### src/rtl/ps2_pkg.sv
// Shared types, constants and helpers for the PS/2 scan-code decoder.
// Frames arrive as {start, d0..d7, parity, stop}; key events carry ext/brk flags plus the code.
package ps2_pkg;

    typedef enum logic [1:0] {
        IDLE,
        EXT,
        BRK,
        EXT_BRK
    } scan_state_t;

    localparam logic [7:0]  PS2_EXT   = 8'hE0;
    localparam logic [7:0]  PS2_BRK   = 8'hF0;
    localparam logic [15:0] LFSR_TAPS = 16'hB400;  // bits 15, 13, 12, 10

    typedef struct packed {
        logic       ext;
        logic       brk;
        logic [7:0] code;
    } key_event_t;

    function automatic logic [15:0] lfsr_next(input logic [15:0] l);
        return {l[14:0], ^(l & LFSR_TAPS)};
    endfunction

    // Data bits are sent LSB first, so d0 sits at frame[9].
    function automatic logic [7:0] frame_code(input logic [10:0] f);
        logic [7:0] c;
        for (int i = 0; i < 8; i++) begin
            c[i] = f[9-i];
        end
        return c;
    endfunction

    function automatic logic frame_good(input logic [10:0] f);
        return !f[10] && f[0] && (^f[9:1]);
    endfunction

endpackage

### src/rtl/ps2_event_fifo.sv
// First-word-fall-through FIFO of key events; a push into a full FIFO succeeds
// only when a pop happens on the same edge.
module ps2_event_fifo
    import ps2_pkg::*;
#(
    parameter int DEPTH = 4
) (
    input  logic                     clk_i,
    input  logic                     rst_i,
    input  logic                     push_i,
    input  key_event_t               data_i,
    input  logic                     pop_i,
    output key_event_t               data_o,
    output logic                     full_o,
    output logic                     empty_o,
    output logic [$clog2(DEPTH):0]   count_o
);

    localparam int AW = $clog2(DEPTH);
    localparam int CW = AW + 1;

    key_event_t          mem_q [DEPTH];
    logic [AW-1:0]       wr_ptr_q;
    logic [AW-1:0]       rd_ptr_q;
    logic [CW-1:0]       count_q;
    logic                do_push;
    logic                do_pop;

    assign full_o  = (count_q == CW'(DEPTH));
    assign empty_o = (count_q == '0);
    assign count_o = count_q;
    assign data_o  = mem_q[rd_ptr_q];

    assign do_pop  = pop_i & ~empty_o;
    assign do_push = push_i & (~full_o | do_pop);

    always_ff @(posedge clk_i or posedge rst_i) begin
        if (rst_i) begin
            // NOTE: the storage array is reset too, so no stale event survives a mid-stream reset.
            for (int i = 0; i < DEPTH; i++) begin
                mem_q[i] <= '0;
            end
            wr_ptr_q <= '0;
            rd_ptr_q <= '0;
            count_q  <= '0;
        end else begin
            if (do_push) begin
                mem_q[wr_ptr_q] <= data_i;
                wr_ptr_q        <= wr_ptr_q + AW'(1);
            end
            if (do_pop) begin
                rd_ptr_q <= rd_ptr_q + AW'(1);
            end
            unique case ({do_push, do_pop})
                2'b10:   count_q <= count_q + CW'(1);
                2'b01:   count_q <= count_q - CW'(1);
                default: ;
            endcase
        end
    end

endmodule

### src/rtl/ps2_scan_decoder.sv
// Checks PS/2 frames, folds E0/F0 prefixes into flags, encrypts the code with an
// LFSR keystream and queues the resulting key events for a valid/ready consumer.
module ps2_scan_decoder
    import ps2_pkg::*;
#(
    parameter int          DEPTH   = 4,
    parameter logic [15:0] SEED    = 16'hFFFF,
    parameter bit          ENCRYPT = 1'b1
) (
    input  logic        Clk,
    input  logic        Reset,
    input  logic [10:0] frame,
    input  logic        frame_valid,
    output logic [9:0]  out_data,
    output logic        out_valid,
    input  logic        out_ready,
    output logic [7:0]  err_count,
    output logic        overflow
);

    scan_state_t          state_q;
    key_event_t           event_q;
    logic                 push_q;
    logic [7:0]           err_q;
    logic                 ovf_q;
    logic [15:0]          lfsr_q;

    logic [7:0]           code;
    logic                 good;
    key_event_t           wr_event;
    key_event_t           fifo_head;
    logic                 fifo_full;
    logic                 fifo_empty;
    logic [$clog2(DEPTH):0] fifo_count;
    logic                 pop;
    logic                 wr_ok;

    assign code = frame_code(frame);
    assign good = frame_good(frame);

    // Stage 1: frame check and prefix FSM, registering at most one event per strobe.
    always_ff @(posedge Clk or posedge Reset) begin
        if (Reset) begin
            state_q <= IDLE;
            event_q <= '0;
            push_q  <= 1'b0;
            err_q   <= '0;
        end else begin
            // NOTE: every sequential assignment is non-blocking so all registers update from pre-edge values.
            push_q <= 1'b0;
            if (frame_valid) begin
                if (!good) begin
                    state_q <= IDLE;
                    if (err_q != 8'hFF) begin
                        err_q <= err_q + 8'd1;
                    end
                end else begin
                    unique case (state_q)
                        IDLE: begin
                            if (code == PS2_EXT) begin
                                state_q <= EXT;
                            end else if (code == PS2_BRK) begin
                                state_q <= BRK;
                            end else begin
                                event_q <= '{ext: 1'b0, brk: 1'b0, code: code};
                                push_q  <= 1'b1;
                            end
                        end
                        EXT: begin
                            if (code == PS2_BRK) begin
                                state_q <= EXT_BRK;
                            end else if (code != PS2_EXT) begin
                                event_q <= '{ext: 1'b1, brk: 1'b0, code: code};
                                push_q  <= 1'b1;
                                state_q <= IDLE;
                            end
                        end
                        BRK: begin
                            if (code != PS2_BRK && code != PS2_EXT) begin
                                event_q <= '{ext: 1'b0, brk: 1'b1, code: code};
                                push_q  <= 1'b1;
                                state_q <= IDLE;
                            end
                        end
                        EXT_BRK: begin
                            if (code != PS2_BRK && code != PS2_EXT) begin
                                event_q <= '{ext: 1'b1, brk: 1'b1, code: code};
                                push_q  <= 1'b1;
                                state_q <= IDLE;
                            end
                        end
                    endcase
                end
            end
        end
    end

    // Stage 2: encrypt with the current key byte and write; the LFSR advances only on accepted writes.
    assign pop   = out_valid & out_ready;
    assign wr_ok = push_q & (~fifo_full | pop);

    always_comb begin
        // NOTE: default first so no path through this block leaves wr_event unassigned (no latch).
        wr_event      = event_q;
        wr_event.code = event_q.code ^ (ENCRYPT ? lfsr_q[7:0] : 8'h00);
    end

    always_ff @(posedge Clk or posedge Reset) begin
        if (Reset) begin
            lfsr_q <= SEED;
            ovf_q  <= 1'b0;
        end else begin
            if (wr_ok) begin
                lfsr_q <= lfsr_next(lfsr_q);
            end
            if (push_q && !wr_ok) begin
                ovf_q <= 1'b1;
            end
        end
    end

    ps2_event_fifo #(
        .DEPTH (DEPTH)
    ) u_fifo (
        .clk_i   (Clk),
        .rst_i   (Reset),
        .push_i  (push_q),
        .data_i  (wr_event),
        .pop_i   (pop),
        .data_o  (fifo_head),
        .full_o  (fifo_full),
        .empty_o (fifo_empty),
        .count_o (fifo_count)
    );

    assign out_valid = ~fifo_empty;
    assign out_data  = (fifo_count != '0) ? fifo_head : '0;
    assign err_count = err_q;
    assign overflow  = ovf_q;

endmodule

### config.mk
export PLATFORM = sky130hd
export DESIGN_NAME = ps2_scan_decoder
export DESIGN_NICKNAME = d
export VERILOG_FILES = /design/src/rtl/ps2_pkg.sv /design/src/rtl/ps2_event_fifo.sv /design/src/rtl/ps2_scan_decoder.sv
export SDC_FILE = /design/constraint.sdc
export NUM_CORES = 1
export LEC_CHECK = 0
export ABC_AREA = 1
export CAP_MARGIN = 15
export CORE_MARGIN = 2
export CORE_UTILIZATION = 55
export DETAILED_ROUTE_END_ITERATION = 12
export DONT_BUFFER_PORTS = 1
export PLACE_DENSITY = 0.7
export SKIP_CTS_REPAIR_TIMING = 1
export SYNTH_ARGS = -nofsm -noshare
export SYNTH_HDL_FRONTEND = slang
export SYNTH_SLANG_ARGS = --single-unit
### constraint.sdc
create_clock -name Clk -period 2.7 [get_ports Clk]
set_input_delay 0.27 -clock Clk [delete_from_list [all_inputs] [get_ports Clk]]
set_output_delay 0.27 -clock Clk [all_outputs]
set_load 0.02 [all_outputs]
==> results.json, run 1 <==
{
  "status": "complete, no violations",
  "synth-seq-area-share_pct": 50.74,
  "placed_area_sq_mm": 0.004337,
  "drtIter0Drc": 177,
  "power_switching_w": 0.001909,
  "slowest_delay_ns": 0.61,
  "layoutNonFillerInstCount": 621,
  "start_util_pct": 57.42,
  "placed_cells": 604,
  "timing.rr.end": "u_fifo.count_o[2]",
  "die_w_um": 91.72,
  "nFillCells": 647,
  "drive_gt1_share_pct": 12.07,
  "async_flop_share_pct": 100.0,
  "drc": 0,
  "hold_path_depth": 2,
  "p_leak_nw": 2.280,
  "wl_met3_um": 369,
  "cp_top_family": "compound AO/OA/AOI/OAI gates",
  "num_antenna_cells": 0,
  "slew_violations": 0,
  "ys_top_cells_by_area": "dfrtp_1 (41%), nand2_1 (14%), dfstp_2 (9.9%)",
  "rsz0062_at_grt": "false",
  "combPwrFrac_pct": 35.4,
  "intPower_w": 0.002853,
  "fin_nets": 539,
  "regArea_sq_mm": 0.002147,
  "synth_area_sq_mm": 0.004232,
  "cts.clk_slew.worst_paths_ns": 0.09,
  "setup_violations": 0,
  "fin_crit_sh_pct": 86.65,
  "grt_pass1_vias": 3191,
  "tightest_slew_ns": 0.7471,
  "core_sq_mm": 0.007370,
  "path_common_cell": "a21oi_1",
  "reg2reg_from": "u_fifo.count_o[0]",
  "arrival_ns": 2.07,
  "overflow": 0,
  "wl_met2_um": 4026,
  "multi_input_area_sq_mm": 0.001748,
  "synth-seq-cells": 85,
  "grt.total_usage_pct": 22.30,
  "hpwl_um": 5912,
  "skew_ns": 0.01173,
  "path_class": "register to output port",
  "cp.required_ns": 2.43,
  "yosys_warnings": 0,
  "min_period_ns": 2.339,
  "cp_slowest_cell": "dfrtp_1",
  "r2r_slack_ns": 0.60,
  "syn2layout_area_growth_pct": 7.392,
  "cts_sinks": 85,
  "power.total_w": 0.004762,
  "routabilityCongestion": 0.7794,
  "power_frac_seq_pct": 46.1,
  "insertion_delay_ns": 0.34,
  "syn_inst": 514,
  "slew_headroom_pct": 50.14,
  "cp_cell_sequence": "clkinvlp_4 > a21oi_1 > o21ai_0 > a21oi_1",
  "syn_nets": 536,
  "yosysMostFrequentCell": "nand2_1",
  "power.density_mw_per_mm2": 1048,
  "clock_path_buffers": 2,
  "synthFlopType": "dfrtp_1",
  "postLayoutCellArea_sq_mm": 0.004544,
  "portBuffers": 0,
  "whs_ns": 0.07087,
  "die_area_sq_mm": 0.008412,
  "wl_per_cell_um": 13.72,
  "antenna_left": 0,
  "power.share.clock_pct": 18.5,
  "via_per_inst": 5.163,
  "syn_area_per_cell_sq_um": 8.233,
  "crit_fanout": 18,
  "highest_layer": "met4",
  "ctsRootBufferMaster": "clkbuf_8",
  "holdPathEnd": "state_q[0]",
  "wl_um": 8520,
  "drv_cap": 0,
  "synth_top_area_share_pct": 40.80,
  "rows": 31,
  "start_kind": "register",
  "cts_tree": "yes",
  "grt_max_degree": 45,
  "synth_edf_count": 0,
  "setup_tns_ns": 0,
  "met1Wirelength_um": 4047,
  "end_kind": "output port",
  "numCtsBuffers": 9,
  "yosys.area.top_type": "dfrtp_1",
  "hold_violations": 0,
  "ir_drop_mv": 0.5847,
  "synthDistinctLibCells": 29,
  "antenna_found_initial": 0,
  "switching_share_pct": 40.08,
  "die_height_um": 91.72,
  "io_pins": 35,
  "cp_num_buf_inv": 1,
  "drt_pass1_iterations": 4,
  "worst-r2r-cell-count": 10,
  "holdCritPathClass": "input pin to register",
  "synthTopCellsByCount": "nand2_1 (158), dfrtp_1 (69), o21ai_0 (63)",
  "hold_path.startpoint": "frame_valid",
  "grt_first_pass_wirelength_um": 14920,
  "max_freq_mhz": 427.5,
  "vias": 3206,
  "htreeDepth": 3
}
[power groups by stage]
| stage | Sequential [W] | Clock [W] | Combinational, W |
|---|---|---|---|
| 5_1_grt | 0.00226 | 0.000961 | 0.00195 |
| 4_1_cts | 0.00219 | 0.000906 | 0.00170 |
| 3_5_place_dp | 0.00221 | 0 | 0.00168 |
| 6_report | 0.00219 | 0.000881 | 0.00169 |
| 2_1_floorplan | 0.00211 | 0 | 0.00133 |
| 3_3_place_gp | 0.00220 | 0 | 0.00163 |
[sequential cells by signal (all words and copies together) (netlist names)]
| register | count |
|---|---|
| err_count | 8 |
| event_q | 10 |
| lfsr_q | 16 |
| overflow | 1 |
| push_q | 1 |
| state_q | 2 |
| u_fifo.count_o | 3 |
| u_fifo.mem_q | 40 |
| u_fifo.rd_ptr_q | 2 |
| u_fifo.wr_ptr_q | 2 |
[stage by stage]
stage          util (%)  setup slack (ns)
6_report          61.66            0.3606
5_1_grt           61.66            0.1203
4_1_cts           61.48            0.2855
3_5_place_dp      58.85            0.5989
3_3_place_gp      58.85            0.7059
2_1_floorplan         -            0.2630
[logic make-up after synthesis]
family,after synthesis,share of synthesized area [%]
AND/OR/NAND/NOR,220,22.21
AO/OA/AOI/OAI,99,12.30
buffers and inverters,81,7.954
XOR/XNOR,22,4.554
adder cells (fa/ha/maj),7,2.247
flip-flops,85,50.74
[metal layers]
metal,vias up,track usage (%)
li1,1633,-
met1,1504,30.72
met2,63,35.05
met3,6,5.341
met4,0,7.214
met5,-,0
[final cells by class]
cell class	count	area share [%]
Clock buffer	12	3.194
Inverter	63	5.314
Multi-Input combinational cell	348	38.46
Tap cell	99	2.726
Sequential cell	85	47.25
Clock inverter	4	1.074
Timing Repair Buffer	10	1.982
[placed cells by master, fill, tap and decap left out]
master and n:
inv_1 57, xor2_1 14, ha_1 6, inv_2 3, nand2_4 3, clkinv_2 3, dfrtp_1 69, nor2_1 20
clkinv_4 1, bufinv_16 1, a22o_1 1, clkbuf_8 10, xnor2_1 8, dlygate4sd3_1 1, buf_4 8, nand3_2 1
a21oi_2 1, clkinv_1 1, nand3_1 13, o21ai_0 63, clkbuf_1 2, nand4_1 14, o211ai_1 1, nand2_2 6
buf_12 1, fa_1 1, nand4_2 1, o21bai_1 1, a21oi_1 28, dfstp_2 16, nand2_1 158, nor2_2 4
a31oi_1 1, o21ai_2 3, clkinvlp_4 1
[worst max-delay path by stage]
stage                        endpoint  cells past startpoint  slack, ns               start
global route              out_data[4]                      4       0.12  u_fifo.rd_ptr_q[0]
global placement    u_fifo.count_o[2]                     10       0.71   u_fifo.count_o[0]
finish                    out_data[2]                      4       0.36  u_fifo.rd_ptr_q[0]
detailed placement  u_fifo.count_o[2]                     10       0.60   u_fifo.count_o[0]
CTS                       out_data[1]                      4       0.29  u_fifo.rd_ptr_q[0]
floorplan                err_count[0]                      1       0.26               Reset
[worst register-to-register path, stage by stage, from the launching register on]
cell and delay, ns:
dfrtp_1 0.39, nor2_1 0.07, nand2_1 0.19, inv_1 0.09, nor2_1 0.21, ha_1 0.19
inv_1 0.07, fa_1 0.38, a21oi_1 0.14, o21ai_0 0.11, xor2_1 0.15
No activity file was read; power rests on OpenSTA's default activity.
==> run 2: changes to the inputs <==
- CTS_BUF_LIST: default -> sky130_fd_sc_hd__clkbuf_16
- clock period: 2.7 -> 2.6 ns (I/O delays scaled with it)
==> run 2 against run 1 <==
Global-route usage grew 0.51 points; via count grew 3.0%; clock skew shrank 0.0039 ns; power grew 18%; hold slack gained 0.0039 ns; clock power grew 73%; largest cell class unchanged; largest power group unchanged; highest routed layer unchanged.
==> results.json, run 2 (synthesis gave the netlist of run 1 again) <==
{
  "cts_tree": "yes",
  "hold_path_depth": 2,
  "most-common-layout-cells": "nand2_1 (158), dfrtp_1 (69), o21ai_0 (63)",
  "cp.required_ns": 2.81,
  "insertion_delay_ns": 0.33,
  "largest_reg_flops": 40,
  "overflow": 0,
  "antenna_found_initial": 0,
  "drc": 0,
  "htreeDepth": 3,
  "r2r_slack_ns": 0.48,
  "drive_gt1_share_pct": 12.52,
  "switching_share_pct": 36.27,
  "vias": 3301,
  "wl_per_cell_um": 13.90,
  "portBuffers": 0,
  "routabilityCongestion": 0.7880,
  "layoutNonFillerInstCount": 626,
  "p_leak_nw": 2.384,
  "skew_ns": 0.007871,
  "grt.total_usage_pct": 22.82,
  "layout_commonest_cell": "nand2_1",
  "setup_violations": 0,
  "wl_um": 8699,
  "placed_cells": 609,
  "hpwl_um": 5888,
  "hold_path.startpoint": "frame[3]",
  "setup_tns_ns": 0,
  "reg2reg_from": "u_fifo.count_o[0]",
  "grt_max_degree": 41,
  "intPower_w": 0.003576,
  "holdCritPathClass": "input pin to register",
  "status": "complete, no violations",
  "start_kind": "register",
  "fin_nets": 544,
  "power_switching_w": 0.002035,
  "via_per_inst": 5.273,
  "combPwrFrac_pct": 32.7,
  "cts.clk_slew.worst_paths_ns": 0.06,
  "nFillCells": 636,
  "met1Wirelength_um": 4050,
  "min_period_ns": 2.124,
  "end_kind": "register",
  "num_antenna_cells": 0,
  "holdPathEnd": "event_q[6]",
  "wl_met2_um": 4174,
  "tightest_slew_ns": 0.6863,
  "timing.rr.end": "u_fifo.count_o[2]",
  "path_class": "register to register",
  "drv_cap": 0,
  "power.density_mw_per_mm2": 1187,
  "grt_first_pass_wirelength_um": 15320,
  "core_sq_mm": 0.007370,
  "arrival_ns": 2.33,
  "hold_violations": 0,
  "die_height_um": 91.72,
  "worst-r2r-cell-count": 10,
  "io_pins": 35,
  "top_register": "u_fifo.mem_q",
  "rsz0062_at_grt": "false",
  "rows": 31,
  "slew_headroom_pct": 54.19,
  "ir_drop_mv": 0.7421,
  "syn2layout_area_growth_pct": 11.74,
  "wl_met3_um": 377,
  "whs_ns": 0.07474,
  "slew_violations": 0,
  "die_area_sq_mm": 0.008412,
  "highest_layer": "met4",
  "antenna_left": 0,
  "grt_pass1_vias": 3291,
  "numCtsBuffers": 9,
  "ctsRootBufferMaster": "clkbuf_16",
  "clock_path_buffers": 2,
  "reg_top3": "u_fifo.mem_q (40), lfsr_q (16), event_q (10)",
  "power_frac_seq_pct": 40.2,
  "fin_crit_sh_pct": 81.68,
  "power.share.clock_pct": 27.1,
  "crit_fanout": 3,
  "drt_pass1_iterations": 6,
  "cts_sinks": 85,
  "max_freq_mhz": 470.9,
  "start_util_pct": 57.42,
  "drtIter0Drc": 222,
  "die_w_um": 91.72
}
-- run 2: cell count changes in the layout (fill, tap and decap cells not counted), sizes merged --
cell,before,now
clkinv,5,3
clkinvlp,1,0
bufinv,1,4
buf,9,14
clkbuf,12,9
inv,60,63
-- run 2: how the worst max path moves through the flow --
| stage | startpoint | to | slack (ns) | cells after the start |
|---|---|---|---|---|
| after detailed placement | u_fifo.count_o[0] | u_fifo.count_o[2] | 0.52 | 10 |
| after global routing | u_fifo.count_o[0] | u_fifo.count_o[2] | 0.28 | 10 |
| after CTS | u_fifo.count_o[0] | u_fifo.count_o[2] | 0.47 | 10 |
| final | u_fifo.count_o[0] | u_fifo.count_o[2] | 0.48 | 10 |
| after floorplan | Reset | err_count[0] | 0.17 | 1 |
| after global placement | u_fifo.count_o[0] | u_fifo.count_o[2] | 0.59 | 10 |
-- run 2: metal layers --
layer  track usage, %  vias up
met3            5.012        8
met2            38.11       70
met4            5.721        0
met5                0        -
li1                 -     1646
met1            30.49     1577
-- run 2: critical path, cell delays in order (launching register included) --
cell	delay (ns)
dfrtp_1	0.38
nor2_1	0.07
nand2_1	0.19
inv_1	0.09
nor2_1	0.23
ha_1	0.20
inv_1	0.06
fa_1	0.37
a21oi_1	0.15
o21ai_0	0.12
xor2_1	0.15
-- run 2: cell type report --
type	count	area, sq um	area share [%]
repair buffers	15	115.1	2.435
flip-flops and latches	85	2147	45.41
well taps	99	123.9	2.620
inverters	63	237.7	5.028
clock inverters	7	131.4	2.779
clock buffers	9	225.2	4.763
multi-input cells	348	1748	36.97
-- run 2: power by group through the flow --
| stage | combinational, W | clock [W] | sequential (W) |
|---|---|---|---|
| after floorplan | 0.00139 | 0 | 0.00219 |
| after global placement | 0.00177 | 0 | 0.00226 |
| after detailed placement | 0.00182 | 0 | 0.00227 |
| after CTS | 0.00184 | 0.00154 | 0.00226 |
| after global routing | 0.00208 | 0.00161 | 0.00232 |
| final | 0.00183 | 0.00152 | 0.00226 |
-- run 2: through the flow --
step | power [W] | worst slack, ns | util (%) | cell area, sq um
6_report | 0.005611 | 0.4764 | 64.16 | 4728
5_1_grt | 0.006008 | 0.2750 | 64.16 | 4728
4_1_cts | 0.005644 | 0.4743 | 64.02 | 4718
3_5_place_dp | 0.004092 | 0.5152 | 59.19 | 4362
3_3_place_gp | 0.004025 | 0.5945 | 59.19 | 4362
2_1_floorplan | 0.003577 | 0.1730 | - | 4232
